===== src/rtl/nios_base_oci_pkg.sv =====
// Shared types and constants for the Nios OCI data-capture-trace buffer.
package nios_base_oci_pkg;

  typedef enum logic [1:0] {
    ST_IDLE  = 2'b00,
    ST_RUN   = 2'b01,
    ST_FLUSH = 2'b10,
    ST_HALT  = 2'b11
  } state_e;

  localparam int DCT_W_DEF = 30;
  localparam int CNT_W_DEF = 4;

  function automatic int clog2_f(input int n);
    int r;
    int v;
    r = 32'sd0;
    v = n - 32'sd1;
    while (v > 32'sd0) begin
      r = r + 32'sd1;
      v = v >>> 1;
    end
    return r;
  endfunction

endpackage


===== src/rtl/nios_base_oci_sync_fifo.sv =====
// Synchronous FIFO with a registered head word and registered valid flag.
module nios_base_oci_sync_fifo
  import nios_base_oci_pkg::*;
#(
  parameter int W     = 30,
  parameter int DEPTH = 16,
  localparam int AW   = clog2_f(DEPTH)
) (
  input  logic          clk,
  input  logic          rst_n,
  input  logic          push,
  input  logic          pop,
  input  logic          hold,
  input  logic [W-1:0]  din,
  output logic [W-1:0]  dout,
  output logic          valid,
  output logic          full,
  output logic          empty_nxt,
  output logic [AW:0]   level
);

  logic [W-1:0] mem_r [DEPTH];
  logic [AW:0]  wr_ptr_r, rd_ptr_r, wr_ptr_s, rd_ptr_s;
  logic         empty_s, do_push_s, do_pop_s;
  logic [W-1:0] head_s;

  // Pointer arithmetic, full/empty decode and next head selection (with write bypass)
  always_comb begin
    empty_s   = (wr_ptr_r == rd_ptr_r);
    full      = (wr_ptr_r[AW] != rd_ptr_r[AW]) && (wr_ptr_r[AW-1:0] == rd_ptr_r[AW-1:0]);
    do_pop_s  = pop && !empty_s;
    do_push_s = push && (!full || do_pop_s);
    wr_ptr_s  = wr_ptr_r + {{AW{1'b0}}, do_push_s};
    rd_ptr_s  = rd_ptr_r + {{AW{1'b0}}, do_pop_s};
    empty_nxt = (wr_ptr_s == rd_ptr_s);
    if (do_push_s && (wr_ptr_r[AW-1:0] == rd_ptr_s[AW-1:0])) begin
      head_s = din;
    end else begin
      head_s = mem_r[rd_ptr_s[AW-1:0]];
    end
  end

  // Storage array write port
  always_ff @(posedge clk) begin
    if (do_push_s) begin
      mem_r[wr_ptr_r[AW-1:0]] <= din;
    end
  end

  // Pointers, occupancy and registered head/valid
  always_ff @(posedge clk or negedge rst_n) begin
    if (!rst_n) begin
      wr_ptr_r <= '0;
      rd_ptr_r <= '0;
      level    <= '0;
      dout     <= '0;
      valid    <= 1'b0;
    end else begin
      wr_ptr_r <= wr_ptr_s;
      rd_ptr_r <= rd_ptr_s;
      level    <= level + {{AW{1'b0}}, do_push_s} - {{AW{1'b0}}, do_pop_s};
      dout     <= head_s;
      valid    <= !empty_nxt && !hold;
    end
  end

endmodule


===== src/rtl/nios_base_oci_dct_capture.sv =====
// OCI data-capture-trace buffer: sample detect, capture FSM, overflow count.
// Optional per-word even parity when NIOS_OCI_DCT_PARITY_EN is defined.
module nios_base_oci_dct_capture
  import nios_base_oci_pkg::*;
#(
  parameter int DCT_W = DCT_W_DEF,
  parameter int CNT_W = CNT_W_DEF,
  parameter int DEPTH = 16,
  parameter int OVF_W = 8,
  localparam int AW   = clog2_f(DEPTH)
) (
  input  logic             clk,
  input  logic             reset_n,
  input  logic [DCT_W-1:0] dct_buffer,
  input  logic [CNT_W-1:0] dct_count,
  input  logic             test_ending,
  input  logic             test_has_ended,
`ifdef NIOS_OCI_DCT_PARITY_EN
  output logic [DCT_W:0]   rd_data,
  output logic             parity_err,
`else
  output logic [DCT_W-1:0] rd_data,
`endif
  output logic             rd_valid,
  input  logic             rd_ready,
  output logic [AW:0]      fill_level,
  output logic [OVF_W-1:0] overflow_cnt,
  output logic             flush_done,
  output logic [1:0]       state_o
);

`ifdef NIOS_OCI_DCT_PARITY_EN
  localparam int FW = DCT_W + 1;
`else
  localparam int FW = DCT_W;
`endif

  state_e           state_r, state_n;
  logic [CNT_W-1:0] prev_count_r;
  logic             new_sample_s, pop_s, overflow_s, full_s, empty_nxt_s;
  logic [FW-1:0]    fifo_din_s;

`ifdef NIOS_OCI_DCT_PARITY_EN
  function automatic logic even_par_f(input logic [DCT_W-1:0] d);
    return ^d;
  endfunction

  assign fifo_din_s = {even_par_f(dct_buffer), dct_buffer};
`else
  assign fifo_din_s = dct_buffer;
`endif

  // A sample coinciding with test_ending is discarded outright, not counted as overflow
  always_comb begin
    new_sample_s = (state_r == ST_RUN) && !test_ending && (dct_count != prev_count_r);
    pop_s        = rd_valid && rd_ready;
    overflow_s   = new_sample_s && full_s && !pop_s;
  end

  // State register
  always_ff @(posedge clk or negedge reset_n) begin
    if (!reset_n) begin
      state_r <= ST_IDLE;
    end else begin
      state_r <= state_n;
    end
  end

  // Next-state logic; HALT has priority and is left only by reset
  always_comb begin
    state_n = state_r;
    if (test_has_ended) begin
      state_n = ST_HALT;
    end else begin
      case (state_r)
        ST_IDLE:  state_n = ST_RUN;
        ST_RUN:   state_n = test_ending ? ST_FLUSH : ST_RUN;
        ST_FLUSH: state_n = ST_FLUSH;
        ST_HALT:  state_n = ST_HALT;
        default:  state_n = ST_HALT;
      endcase
    end
  end

  // Output process: debug state view
  always_comb begin
    state_o = state_r;
  end

  // Count history, saturating overflow counter and sticky flush-done flag
  always_ff @(posedge clk or negedge reset_n) begin
    if (!reset_n) begin
      prev_count_r <= '0;
      overflow_cnt <= '0;
      flush_done   <= 1'b0;
    end else begin
      if (state_r != ST_HALT) begin
        prev_count_r <= dct_count;
      end
      if (overflow_s && (overflow_cnt != {OVF_W{1'b1}})) begin
        overflow_cnt <= overflow_cnt + {{(OVF_W-1){1'b0}}, 1'b1};
      end
      if ((state_n == ST_FLUSH) && empty_nxt_s) begin
        flush_done <= 1'b1;
      end
    end
  end

`ifdef NIOS_OCI_DCT_PARITY_EN
  // A stored word including its parity bit must XOR to zero when popped
  always_ff @(posedge clk or negedge reset_n) begin
    if (!reset_n) begin
      parity_err <= 1'b0;
    end else begin
      parity_err <= pop_s && (^rd_data);
    end
  end
`endif

  nios_base_oci_sync_fifo #(
    .W     (FW),
    .DEPTH (DEPTH)
  ) u_fifo (
    .clk       (clk),
    .rst_n     (reset_n),
    .push      (new_sample_s),
    .pop       (pop_s),
    .hold      (state_n == ST_HALT),
    .din       (fifo_din_s),
    .dout      (rd_data),
    .valid     (rd_valid),
    .full      (full_s),
    .empty_nxt (empty_nxt_s),
    .level     (fill_level)
  );

endmodule


===== config.mk =====
export PLATFORM = sky130hd
export DESIGN_NAME = nios_base_oci_dct_capture
export DESIGN_NICKNAME = d
export VERILOG_FILES = /design/src/rtl/nios_base_oci_pkg.sv /design/src/rtl/nios_base_oci_sync_fifo.sv /design/src/rtl/nios_base_oci_dct_capture.sv
export SDC_FILE = /design/constraint.sdc
export NUM_CORES = 1
export LEC_CHECK = 0
export CAP_MARGIN = 20
export CORE_MARGIN = 3
export CORE_UTILIZATION = 40
export CTS_CLUSTER_DIAMETER = 30
export CTS_CLUSTER_SIZE = 20
export DETAILED_ROUTE_END_ITERATION = 8
export DONT_BUFFER_PORTS = 1
export GPL_ROUTABILITY_DRIVEN = 1
export GPL_TIMING_DRIVEN = 0
export PLACE_DENSITY = 0.54
export SYNTH_ARGS = -nofsm -noshare
export SYNTH_HDL_FRONTEND = slang
export SYNTH_SLANG_ARGS = --single-unit

===== constraint.sdc =====
create_clock -name clk -period 11.4 [get_ports clk]
set_clock_uncertainty 0.15 [all_clocks]
set_input_delay 2.28 -clock clk [delete_from_list [all_inputs] [get_ports clk]]
set_output_delay 2.28 -clock clk [all_outputs]
set_load 0.05 [all_outputs]

Word-level counts from Yosys, hierarchy flattened
Memories as Yosys holds them, arrays and structs flattened. A register that Yosys moved wholly into a read port is not among the register bits.
Index checks and enable logic that the tools add are counted.
{"block": "word_totals", "mem_bits_ro": 0, "elab_cells": 51, "output_inout_bits": 47, "ff_bits": 31, "mem_count": 1, "ram_bits": 480, "inputBits": 39, "latch_bits": 0}
{"memory": "u_fifo.mem_r", "words": 16, "width": 30, "rd": 1, "rd_ports_with_merged_regs": 1, "wr": 1, "line_no": "nios_base_oci_sync_fifo.sv:22", "source": "logic [W-1:0] mem_r [DEPTH];"}
{"block": "classes", "add_sub_neg": 5, "magnitude_cmp": 0, "n_reduce_logical": 20, "eq_ne": 12, "n_bitwise": 0, "n_div": 0, "n_mux": 5, "n_shift": 0, "mul": 0}
{"op": "5-bit by 1-bit adder with 5-bit output", "count": 3}
{"op": "1-bit logical AND", "count": 11}
{"op": "5-bit equality test", "count": 2}
{"op": "8-bit by 1-bit adder with 8-bit output, second input constant", "count": 1}
{"op": "2-bit equality test, second input constant", "count": 4}
{"op": "8-bit inequality test, second input constant", "count": 1}
{"op": "2-bit one-hot mux with 4 select lines", "count": 1}
{"op": "1-bit zero test", "count": 7}
{"op": "5-bit by 1-bit subtractor with 5-bit output", "count": 1}
{"op": "4-bit equality test", "count": 1}
{"op": "2-bit two-way mux", "count": 2}
{"op": "4-bit inequality test", "count": 1}
{"op": "2-bit by 1-bit equality test with 1-bit output, second input constant", "count": 1}
{"op": "2-bit zero test", "count": 1}
{"op": "1-bit two-way mux", "count": 2}
{"op": "2-bit inequality test, second input constant", "count": 1}
{"op": "1-bit logical OR", "count": 1}
{"op": "1-bit inequality test", "count": 1}

Logic depth before layout (Yosys ltp)
{"block": "logic_depth", "ltp_word": 9, "depth_mapped": 13, "ltp_nobuf": 12}

Cells and area by module
From an unflattened synthesis, not the netlist that was laid out.
{"block": "hier_totals", "cells_unflattened": 1030, "hier_area_um2": 21280.4}
{"module": "nios_base_oci_sync_fifo", "n_inst": 1, "cells_per_inst": 966, "seq_area_each_um2": 15564.9, "area_per_inst_um2": 20514.7}
{"module": "nios_base_oci_dct_capture", "n_inst": 1, "cells_per_inst": 64, "seq_area_each_um2": 375.4, "area_per_inst_um2": 765.7}

Worst setup path after synthesis
Ideal clock, no wire load.
{"block": "synth_timing", "path_type": "input-to-reg", "start": "input port test_ending", "end": "memory u_fifo.mem_r[3][0], enable pin", "path_stages": 4, "t_arrival_ns": 5.884, "slack_ns": 4.873, "required_time_ns": 10.758, "path_buffers": 0, "setup_ns": 0.492, "path_cell_list": "or3b_1 > a41oi_2 > o21ai_2 > nor4_1"}
{"block": "synth_via", "elab_chain_cells": 6}
{"item": "from (decl)", "line_no": "nios_base_oci_dct_capture.sv:16", "source": "input logic test_ending,"}
{"item": "1-bit zero test", "line_no": "nios_base_oci_dct_capture.sv:55", "source": "new_sample_s = (state_r == ST_RUN) && !test_ending && (dct_count != prev_count_r);"}
{"item": "1-bit logical AND (2 in a row)", "line_no": "nios_base_oci_dct_capture.sv:55"}
{"item": "1-bit logical AND", "line_no": "nios_base_oci_sync_fifo.sv:32", "source": "do_push_s = push && (!full || do_pop_s);"}
{"item": "1-bit two-way mux", "line_no": "nios_base_oci_sync_fifo.sv:45", "source": "if (do_push_s) begin"}
{"item": "1-bit two-way mux (not written as such)", "line_no": "nios_base_oci_sync_fifo.sv:46", "source": "mem_r[wr_ptr_r[AW-1:0]] <= din;"}
{"item": "to (decl)", "line_no": "nios_base_oci_sync_fifo.sv:22"}
Every way passes these cells.

Final worst setup path
{"block": "layout_timing", "start": "input port rd_ready", "end": "register u_fifo.dout[7], read port of u_fifo.mem_r"}
{"block": "layout_via", "elab_chain_cells": 3}
{"item": "from (decl)", "line_no": "nios_base_oci_dct_capture.sv:25", "source": "input logic rd_ready,"}
{"item": "1-bit logical AND", "line_no": "nios_base_oci_dct_capture.sv:56", "source": "pop_s = rd_valid && rd_ready;"}
{"item": "1-bit logical AND", "line_no": "nios_base_oci_sync_fifo.sv:31", "source": "do_pop_s = pop && !empty_s;"}
{"item": "5-bit by 1-bit adder with 5-bit output", "line_no": "nios_base_oci_sync_fifo.sv:34", "source": "rd_ptr_s = rd_ptr_r + {{AW{1'b0}}, do_pop_s};"}
{"item": "via u_fifo.rd_ptr_s[1]", "line_no": "nios_base_oci_sync_fifo.sv:23", "source": "logic [AW:0] wr_ptr_r, rd_ptr_r, wr_ptr_s, rd_ptr_s;"}
{"item": "to (decl)", "line_no": "nios_base_oci_sync_fifo.sv:15", "source": "output logic [W-1:0] dout,"}
The timed path passes the listed nets, and every way through them passes these cells.
A chain may end at the register's enable or synchronous reset.

==> reports/qor.tcl <==
set qor(vdd_drop_max_uv) 163
set qor(holdBufCountCts) 0
set qor(core_area_um2) 51600
set qor(synth.top_cells.by_area) {edfxtp_1 69%, mux4_2 13%, dfrtp_1 7.3%, mux2_2 1.8%, nand2_1 1.2%}
set qor(status) {finished clean}
set qor(finalWeightedCongestion) 0.707
set qor(r2r_cells) 12
set qor(area_growth_pct) 26.7
set qor(final_layout_size_suffix_gt1_share_pct) 32.8
set qor(final_cell_area_um2) 26600
set qor(n_antenna_cell) 0
set qor(crit_path_cell_trace) {nand2_1 > a21oi_1 > ha_1 > ha_1 > clkbuf_1 > clkbuf_1 > clkbuf_1 > mux4_2 > a211oi_1 > a31oi_1 > mux2_2}
set qor(peak_per_stage_delay_on_the_critical_path_ns) 0.69
set qor(initial_utilization_pct) 40.7
set qor(detailedRoute.firstPassIterationCount) 5
set qor(i_o_pin_total) 86
set qor(cpMaxStageDelayCell) {clkbuf_1}
set qor(finalNetCount) 1232
set qor(crit_path_max_fanout) 10
set qor(width_of_the_die_um) 235
set qor(critPathMostFrequentCell) {clkbuf_1}
set qor(setup.worst_path.class) {in2reg}
set qor(power-per-cell-area_nw_per_um2) 217
set qor(dpl_cell_area_um2) 22400
set qor(seqPwrFrac_pct) 38.3
set qor(whs_path_depth) 1
set qor(cts-root-to-sink-buffers) 3
set qor(post_cts_resized) 0
set qor(post_synth_most_frequent_cells) {480 x edfxtp_1, 120 x mux4_2, 68 x nand2_1}
set qor(end_kind) {register}
set qor(worst_setup_path_start_kind) {input pin}
set qor(cap_viol_max_count) 0
set qor(pwr-share-clk_pct) 60.7
set qor(number_of_endpoints_failing_setup_at_the_final_stage) 0
set qor(regArea_um2) 15900
set qor(cts_tree) {yes}
set qor(most_numerous_cell_in_the_yosys_netlist) {edfxtp_1}
set qor(worst_slew_pin_slew_ns) 1.08
set qor(layout.filler_cells) 4093
set qor(cts.repair_timing.setup_buffer_count) 0
set qor(yosys.area.top_type_share_pct) 68.6
set qor(maxSlewHeadroom_pct) 27.5
set qor(power_frac_comb_pct) 1.0
set qor(ctsHtreeMaxLevel) 3
set qor(final_cells) 1967
set qor(antenna_violations_before_repair) 0
set qor(drt_via_density) 5.36
set qor(fp.dieArea_um2) 55300
set qor(place_hpwl_um) 30400
set qor(synth.avg_cell_area_um2) 20.5
set qor(setup-tns-final_ns) 0
set qor(min-delay-path-class) {reg2reg}
set qor(detailedRoute.firstIterationViolations) 872
set qor(wire_length_of_the_first_global_routing_pass_um) 74700
set qor(yosysWarningCount) 0
set qor(clock-sinks) 541
set qor(max_clock_freq_mhz) 182
set qor(power.leakage_uw) 0.00891
set qor(num_vias) 10538
set qor(switching_share_pct) 19.9
set qor(ys_async_sr_fraction_pct) 11.3
set qor(multi_input_comb_area_um2) 4880
set qor(setup_repair_after_global_routing_missed_its_margin) {false}
set qor(placement.io_buffers) 0
set qor(die_height_um) 235
set qor(synth_top_area_cell) {edfxtp_1}
set qor(drt.antenna.violating_nets) 0
set qor(period_needed_ns) 5.50
set qor(grt.total_usage_pct) 18.3
set qor(postSynth.topFlopCell) {edfxtp_1}
set qor(clock_insertion_delay_worst_skew_ns) 0.65
set qor(synth.lib_cells_used.distinct) 42
set qor(cell_internal_pwr_uw) 4620
set qor(synth.cell_area_um2) 21000
set qor(grt.overflow.total) 0
set qor(timing_hold_violations_final) 0
set qor(detail_route.drc_violations) 0
set qor(switchingPower_uw) 1150
set qor(synthCells) 1025
set qor(final-max-slew-violation-count) 0
set qor(post_drt_wl_per_cell_um) 25.2
set qor(synth.ff_latch_count) 541
set qor(post_synth_edffs) 480
set qor(cell_count_post_placement) 1739
set qor(ys_seq_area_share_pct) 75.9
set qor(synthesis.nets) 1075
set qor(clock_root_buffer) {clkbuf_16}
set qor(rows) 83
set qor(crit_required_ns) 11.77
set qor(final_min_period_over_clock_period_pct) 48.2
set qor(cts_inserted_buffers) 120
set qor(cp_data_arrival_time_ns) 5.87
set qor(wl_um) 49600
set qor(worst_setup_hold_path_clk_slew_ns) 0.04
set qor(grt_max_degree) 62
set qor(via_count_of_the_first_global_routing_pass) 11319
power by group through the flow:
stage                     logic [µW]  clock network (µW)  registers (µW)
final                           58.4                3500            2210
after global routing            66.1                3670            2210
after CTS                       59.1                3550            2210
after detailed placement        58.9                   0            2250
after global placement          56.8                   0            2250
after floorplan                 50.2                   0            2240
layout by cell type (no fill, tap or decap), types with 3 or more instances in the layout:
cell        count
a211oi_1       30
a21o_1          4
a21oi_1         4
a31oi_1        30
and2_0          6
and2_1         26
and3_1          4
buf_12          8
buf_2          12
buf_4           7
buf_6          21
bufinv_16      21
clkbuf_1       51
clkbuf_16     120
clkbuf_8        3
clkinv_1       16
clkinv_2       17
clkinv_4        9
clkinvlp_4     12
dfrtp_1        61
edfxtp_1      480
ha_1           10
inv_1          12
inv_6          11
mux2_2         34
mux4_2        120
nand2_1        68
nand2b_1        3
nand3_1         7
nand4_1         4
nor2_4          9
nor3_2          6
xnor2_1        28
xor2_1          6
per-stage QoR:
stage                     hold slack [ns]  setup WS [ns]  utilization (%)  power (µW)
after floorplan                     0.352           4.87                -        2290
after global placement              0.363           1.11             42.3        2300
after detailed placement            0.371           5.27             43.4        2300
final                               0.375           5.90             51.5        5770
after global routing                0.400           5.73             51.5        5950
after CTS                           0.381           5.95             51.5        5820
cell type report:
cell class / instances / share of cell area [%]
buffer: 53 / 0.903
clock buffer: 139 / 11.7
clock inverter: 88 / 4.05
inverter: 12 / 0.169
multi-input combinational: 419 / 18.3
sequential: 541 / 59.9
tap: 680 / 3.20
timing repair buffer: 35 / 1.75
critical path: cells and delay by family:
kind | cells | cell delay (ns)
buffers and inverters | 3 | 1.55
AOI/OAI and AO/OA | 3 | 0.87
muxes | 2 | 0.74
adders and majority gates | 2 | 0.39
and+or+nand+nor | 1 | 0.03
per-layer routing:
layer	GRT usage, %	share of wire, %	vias up
met4	5.05	1.8	0
met5	0	0	-
met3	5.38	7.1	77
met1	25.6	44	5567
li1	-	-	4545
met2	28.0	47	349
kinds of logic after synthesis:
| logic type | Yosys count | share of synthesized area [%] |
|---|---|---|
| adder cells (fa/ha/maj) | 11 | 0.691 |
| AND/OR/NAND/NOR | 145 | 3.38 |
| flip-flops | 541 | 75.9 |
| multiplexers | 156 | 14.8 |
| XOR/XNOR | 34 | 1.42 |
| buffers and inverters | 65 | 1.36 |
| AO/OA/AOI/OAI | 73 | 2.44 |
path summary, 6_finish.rpt:
path | start | endpoint | slack [ns]
worst max-delay path | rd_ready | u_fifo.dout[7]$_DFF_PN0_ | 5.90
worst min-delay path | u_fifo.rd_ptr_r[4]$_DFF_PN0_ | u_fifo.rd_ptr_r[4]$_DFF_PN0_ | 0.37
worst max register to register | u_fifo.wr_ptr_r[0]$_DFF_PN0_ | u_fifo.dout[7]$_DFF_PN0_ | 6.60
worst min register to register | u_fifo.rd_ptr_r[4]$_DFF_PN0_ | u_fifo.rd_ptr_r[4]$_DFF_PN0_ | 0.37
max in group asynchronous | reset_n | u_fifo.dout[12]$_DFF_PN0_ | 9.78
min in group asynchronous | reset_n | u_fifo.dout[20]$_DFF_PN0_ | 1.18
sequential cells by signal, summed over array words and instances (netlist names):
signal and flops:
state_o 2, u_fifo.level 5, flush_done 1, u_fifo.dout 30, prev_count_r 4, overflow_cnt 8
u_fifo.rd_ptr_r 5, u_fifo.wr_ptr_r 5, u_fifo.valid 1, u_fifo.mem_r 480
Power figures use the tool's default switching activity.
